$ cat config.mk
export PLATFORM = sky130hd
export DESIGN_NAME = uart_receiver
export DESIGN_NICKNAME = d
export VERILOG_FILES = /design/src/rtl/hangman_uart_pkg.sv /design/src/rtl/sync2.sv /design/src/rtl/uart_receiver.sv
export SDC_FILE = /design/constraint.sdc
export NUM_CORES = 1
export LEC_CHECK = 0
export ABC_CLOCK_PERIOD_IN_PS = 2510
export CAP_MARGIN = 20
export CORE_MARGIN = 10
export CORE_UTILIZATION = 55
export DETAILED_ROUTE_END_ITERATION = 12
export PLACE_DENSITY = 0.79
export SLEW_MARGIN = 5
export SYNTH_ARGS = -nofsm -noshare
export SYNTH_HDL_FRONTEND = slang
export SYNTH_SLANG_ARGS = --single-unit
$ cat constraint.sdc
create_clock -name clk -period 2.51 [get_ports clk]
set_clock_uncertainty 0.1 [all_clocks]
set_input_delay 0.251 -clock clk [delete_from_list [all_inputs] [get_ports clk]]
set_output_delay 0.251 -clock clk [all_outputs]
set_load 0.005 [all_outputs]
$ cat src/rtl/hangman_uart_pkg.sv
// Values shared by the letter-link transmitter and receiver, plus the
// control bytes the game logic exchanges over the radio link.
package hangman_uart_pkg;

   typedef enum logic [2:0] {
      IDLE,
      START,
      DATA,
      STOP,
      WAIT_HIGH
   } uart_state_t;

   localparam int UART_DATA_BITS    = 8;
   localparam int UART_CLKS_PER_BIT = 1042;

   // Non-letter control codes; letters travel as plain ASCII.
   localparam logic [7:0] WORD_END = 8'h0A;
   localparam logic [7:0] GAME_END = 8'h04;

endpackage

$ cat src/rtl/sync2.sv
// Two-flop synchronizer bringing an asynchronous level into the clk domain.
module sync2 #(
   parameter logic RST_VAL = 1'b1
) (
   input  logic clk,
   input  logic rst_n,
   input  logic d,
   output logic q
);

   logic meta;

   always_ff @(posedge clk or negedge rst_n) begin
      if (!rst_n) begin
         meta <= RST_VAL;
         q    <= RST_VAL;
      end else begin
         meta <= d;
         q    <= meta;
      end
   end

endmodule

$ cat src/rtl/uart_receiver.sv
// Receive side of the letter link: 8N1 deserializer with mid-bit sampling
// and a valid/ack holding register for the player FSM.
module uart_receiver
   import hangman_uart_pkg::*;
#(
   parameter int CLKS_PER_BIT = UART_CLKS_PER_BIT,
   parameter int DATA_BITS    = UART_DATA_BITS
) (
   input  logic                 clk,
   input  logic                 nRst,
   input  logic                 rx_serial,
   input  logic                 rx_ack,
   output logic [DATA_BITS-1:0] rx_data,
   output logic                 rx_valid,
   output logic                 framing_error,
   output logic                 overrun,
   output logic                 busy
);

   localparam int CW = $clog2(CLKS_PER_BIT);
   localparam int IW = $clog2(DATA_BITS + 1);
   localparam logic [CW-1:0] HALF_TC  = CW'(CLKS_PER_BIT / 2 - 1);
   localparam logic [CW-1:0] BIT_TC   = CW'(CLKS_PER_BIT - 1);
   localparam logic [IW-1:0] LAST_IDX = IW'(DATA_BITS - 1);

   logic                 rx_sync;
   uart_state_t          state;
   logic [CW-1:0]        clk_cnt;
   logic [IW-1:0]        bit_idx;
   logic [DATA_BITS-1:0] shift_reg;

   sync2 #(.RST_VAL(1'b1)) u_sync (
      .clk   (clk),
      .rst_n (nRst),
      .d     (rx_serial),
      .q     (rx_sync)
   );

   always_ff @(posedge clk or negedge nRst) begin
      if (!nRst) begin
         state         <= IDLE;
         clk_cnt       <= '0;
         bit_idx       <= '0;
         shift_reg     <= '0;
         rx_data       <= '0;
         rx_valid      <= 1'b0;
         framing_error <= 1'b0;
         overrun       <= 1'b0;
         busy          <= 1'b0;
      end else begin
         framing_error <= 1'b0;
         overrun       <= 1'b0;
         // A load later in this block overrides the clear, so a coincident ack loses.
         if (rx_ack && rx_valid) begin
            rx_valid <= 1'b0;
         end

         case (state)
            IDLE: begin
               if (!rx_sync) begin
                  clk_cnt <= '0;
                  state   <= START;
                  busy    <= 1'b1;
               end
            end

            START: begin
               if (clk_cnt == HALF_TC) begin
                  clk_cnt <= '0;
                  if (!rx_sync) begin
                     bit_idx <= '0;
                     state   <= DATA;
                  end else begin
                     state <= IDLE;
                     busy  <= 1'b0;
                  end
               end else begin
                  clk_cnt <= clk_cnt + 1'b1;
               end
            end

            DATA: begin
               if (clk_cnt == BIT_TC) begin
                  clk_cnt   <= '0;
                  // LSB arrives first, so shifting in from the top lands it at bit 0.
                  shift_reg <= {rx_sync, shift_reg[DATA_BITS-1:1]};
                  bit_idx   <= bit_idx + 1'b1;
                  if (bit_idx == LAST_IDX) begin
                     state <= STOP;
                  end
               end else begin
                  clk_cnt <= clk_cnt + 1'b1;
               end
            end

            STOP: begin
               if (clk_cnt == BIT_TC) begin
                  clk_cnt <= '0;
                  if (rx_sync) begin
                     rx_data  <= shift_reg;
                     rx_valid <= 1'b1;
                     overrun  <= rx_valid && !rx_ack;
                     state    <= IDLE;
                     busy     <= 1'b0;
                  end else begin
                     framing_error <= 1'b1;
                     state         <= WAIT_HIGH;
                  end
               end else begin
                  clk_cnt <= clk_cnt + 1'b1;
               end
            end

            WAIT_HIGH: begin
               if (rx_sync) begin
                  state <= IDLE;
                  busy  <= 1'b0;
               end
            end

            default: begin
               state <= IDLE;
               busy  <= 1'b0;
            end
         endcase
      end
   end

endmodule

==> flow_metrics.tcl <==
set metrics [dict create \
    outcome "finished, final reports clean" \
    grt.total_usage_pct 12.0 \
    drtAntennaViolNets 0 \
    clk_pin_slew_ns 0.12 \
    die_x_microns 79.0 \
    rsz0062_at_grt "no" \
    ys_warn_count 0 \
    clk_latency_ns 0.36 \
    start_util_pct 57.0 \
    htreeDepth 2 \
    peakVddDrop_v 0.000442 \
    finalHoldViolations 0 \
    globalRoute.totalOverflow 0 \
    syn_inst 164 \
    drive_gt1_share_pct 21.2 \
    yosysTopAreaCellShare_pct 49.6 \
    worstPathRequired_ns 2.66 \
    synth_area_leader_cell "dfrtp_1" \
    largest_reg_flops 11 \
    wl_per_cell_microns 15.6 \
    timing.final.crit_period_ns 2.34 \
    cts_setup_buffers 0 \
    switching_share_pct 21.4 \
    yosysSeqAreaShare_pct 52.3 \
    postRouteWirelength_mm 3.59 \
    end_kind "flip-flop" \
    dr.pass1.iters 4 \
    start_kind "flip-flop" \
    synth_edf_count 0 \
    combPwrFrac_pct 1.6 \
    slew_headroom_pct 43.6 \
    clockBufferDepth 2 \
    clkSinkCount 40 \
    nFillCells 288 \
    antenna_cells 0 \
    vias_per_cell 5.73 \
    p_int_mw 0.865 \
    synthArstFlopShare_pct 100 \
    drc_errors 0 \
    coreArea_sq_um 3360 \
    first_global_vias 1297 \
    design.die.area_sq_um 6250 \
    synth_seq_cells 40 \
    fin_crit_sh_pct 93.1 \
    yosysMostFrequentCell "dfrtp_1" \
    synth_flop_cell "dfrtp_1" \
    cp_max_fo 11 \
    root_buffer "clkbuf_4" \
    worst_pin_slew_ns 0.845 \
    setup_tns_ns 0 \
    io_pins 16 \
    place_hpwl_mm 2.52 \
    fp-row-count 21 \
    antenna_found_initial 0 \
    total_power_mw 1.10 \
    grt_max_degree 41 \
    seq_power_share_pct 59.0 \
    gp_congestion 0.844 \
    p_switching_mw 0.235 \
    cp_data_arrival_time_ns 2.49 \
    syn_area_sq_um 1920 \
    dp_cells 221 \
    multi_input_area_sq_um 841 \
    cts_resized 0 \
    power.density_nw_per_um2 506 \
    drv_slew 0 \
    fin_nets 191 \
    critical_path_class "flip-flop to flip-flop" \
    grt_pass1_wl_mm 6.00 \
    synthTopCellsByCount "dfrtp_1, nand2_1, o21ai_0, mux2_2, mux2_4" \
    fin_cells 230 \
    clock.fmax_ghz 0.428 \
    vias 1318 \
    p_leak_nw 1.01 \
    synth_cell_types 46 \
    cts_tree "done" \
    area_growth_syn_to_layout_pct 13.4 \
    ys_top_cells_by_area "dfrtp_1, mux2_4, mux2_2, o21ai_0, nand2_1" \
    die_h_microns 79.0 \
    cap_violations 0 \
    seqCellArea_sq_um 1000 \
    clkPwrFrac_pct 39.4 \
    setup_viol 0 \
    io_buffer_count 15 \
    avgSynthCellArea_sq_um 11.7 \
    drt_iter0_markers 97 \
    cts_buffers 5 \
    synth_nets 172 \
    hp-class "primary input to flip-flop" \
]
[final timing paths]
kind                                   startpoint                     end  slack (ns)  cells past startpoint
min                                     rx_serial   u_sync.meta$_DFF_PN1_        0.20                      1
max reg2reg                clk_cnt[5]$_DFFE_PN0P_  clk_cnt[0]$_DFFE_PN0P_        0.17                      4
max in group asynchronous                    nRst  rx_data[7]$_DFFE_PN0P_        1.35                      2
max                        clk_cnt[5]$_DFFE_PN0P_  clk_cnt[0]$_DFFE_PN0P_        0.17                      4
min in group asynchronous                    nRst  rx_data[2]$_DFFE_PN0P_        0.42                      2
min reg2reg                 u_sync.meta$_DFF_PN1_      u_sync.q$_DFF_PN1_        0.26                      0
[metal layers]
metal / GRT usage [%] / part of all wire, % / vias up
met3: 4.73 / 4.7 / 8
met2: 19.4 / 50 / 26
met4: 3.76 / 1.5 / 0
met1: 14.3 / 44 / 652
met5: 0 / 0 / -
li1: - / - / 632
[power groups by stage]
stage | sequential, mW | combinational, mW | clock, mW
3_3_place_gp | 0.661 | 0.0174 | 0
6_report | 0.649 | 0.0178 | 0.433
2_1_floorplan | 0.661 | 0.00133 | 0
4_1_cts | 0.649 | 0.0191 | 0.441
5_1_grt | 0.650 | 0.0209 | 0.471
3_5_place_dp | 0.662 | 0.0178 | 0
[per-stage QoR]
step / setup WS [ns] / util, % / instance area, sq um / hold slack, ns
floorplan: 0.298 / - / 1920 / -0.145
global placement: 0.291 / 61.9 / 2080 / 0.247
detailed placement: 0.225 / 61.9 / 2080 / 0.249
CTS: 0.196 / 64.7 / 2170 / 0.191
global route: 0.131 / 64.7 / 2170 / 0.167
finish: 0.173 / 64.7 / 2170 / 0.196
[worst max-delay path: stages (launching register included)]
cell	delay [ns]
dfrtp_1	0.46
or4_4	0.58
nor4_1	0.36
o22ai_1	0.37
mux2_2	0.37
[cell usage in the layout (no fill, tap or decap), drive strengths merged, types with 3 or more instances in the layout]
| cell type | synthesis | layout |
|---|---|---|
| inv | 7 | 8 |
| o21ai | 16 | 16 |
| mux2 | 17 | 17 |
| a21oi | 3 | 3 |
| dfrtp | 38 | 38 |
| nand2 | 17 | 17 |
| nand3 | 4 | 4 |
| nor2 | 6 | 6 |
| clkbuf | 1 | 5 |
| and3 | 9 | 9 |
| clkdlybuf4s50 | 0 | 14 |
| a22o | 4 | 4 |
| ha | 4 | 4 |
[repair_timing]
action / 4_1_cts / 5_1_grt
hold endpoints to repair: 38 / 0
endpoints found under the setup margin: 0 / 0
hold buffers: 1 / 0
[kinds of logic after synthesis]
family / Yosys count / share of synthesized area (%)
simple gates: 54 / 16.8
flops: 40 / 52.3
compound gates: 34 / 11.4
mux: 18 / 12.1
buf+inv: 12 / 3.79
fa+ha+maj: 5 / 3.13
xor+xnor: 1 / 0.457
[final cells by class]
type | instances | share of cell area, %
timing repair buffer | 17 | 7.48
clock inverter | 3 | 2.13
clock buffer | 5 | 1.73
multi-input combinational | 112 | 38.7
sequential | 40 | 46.1
tap | 46 | 2.65
inverter | 7 | 1.21
No activity file was read; power rests on OpenSTA's default activity.
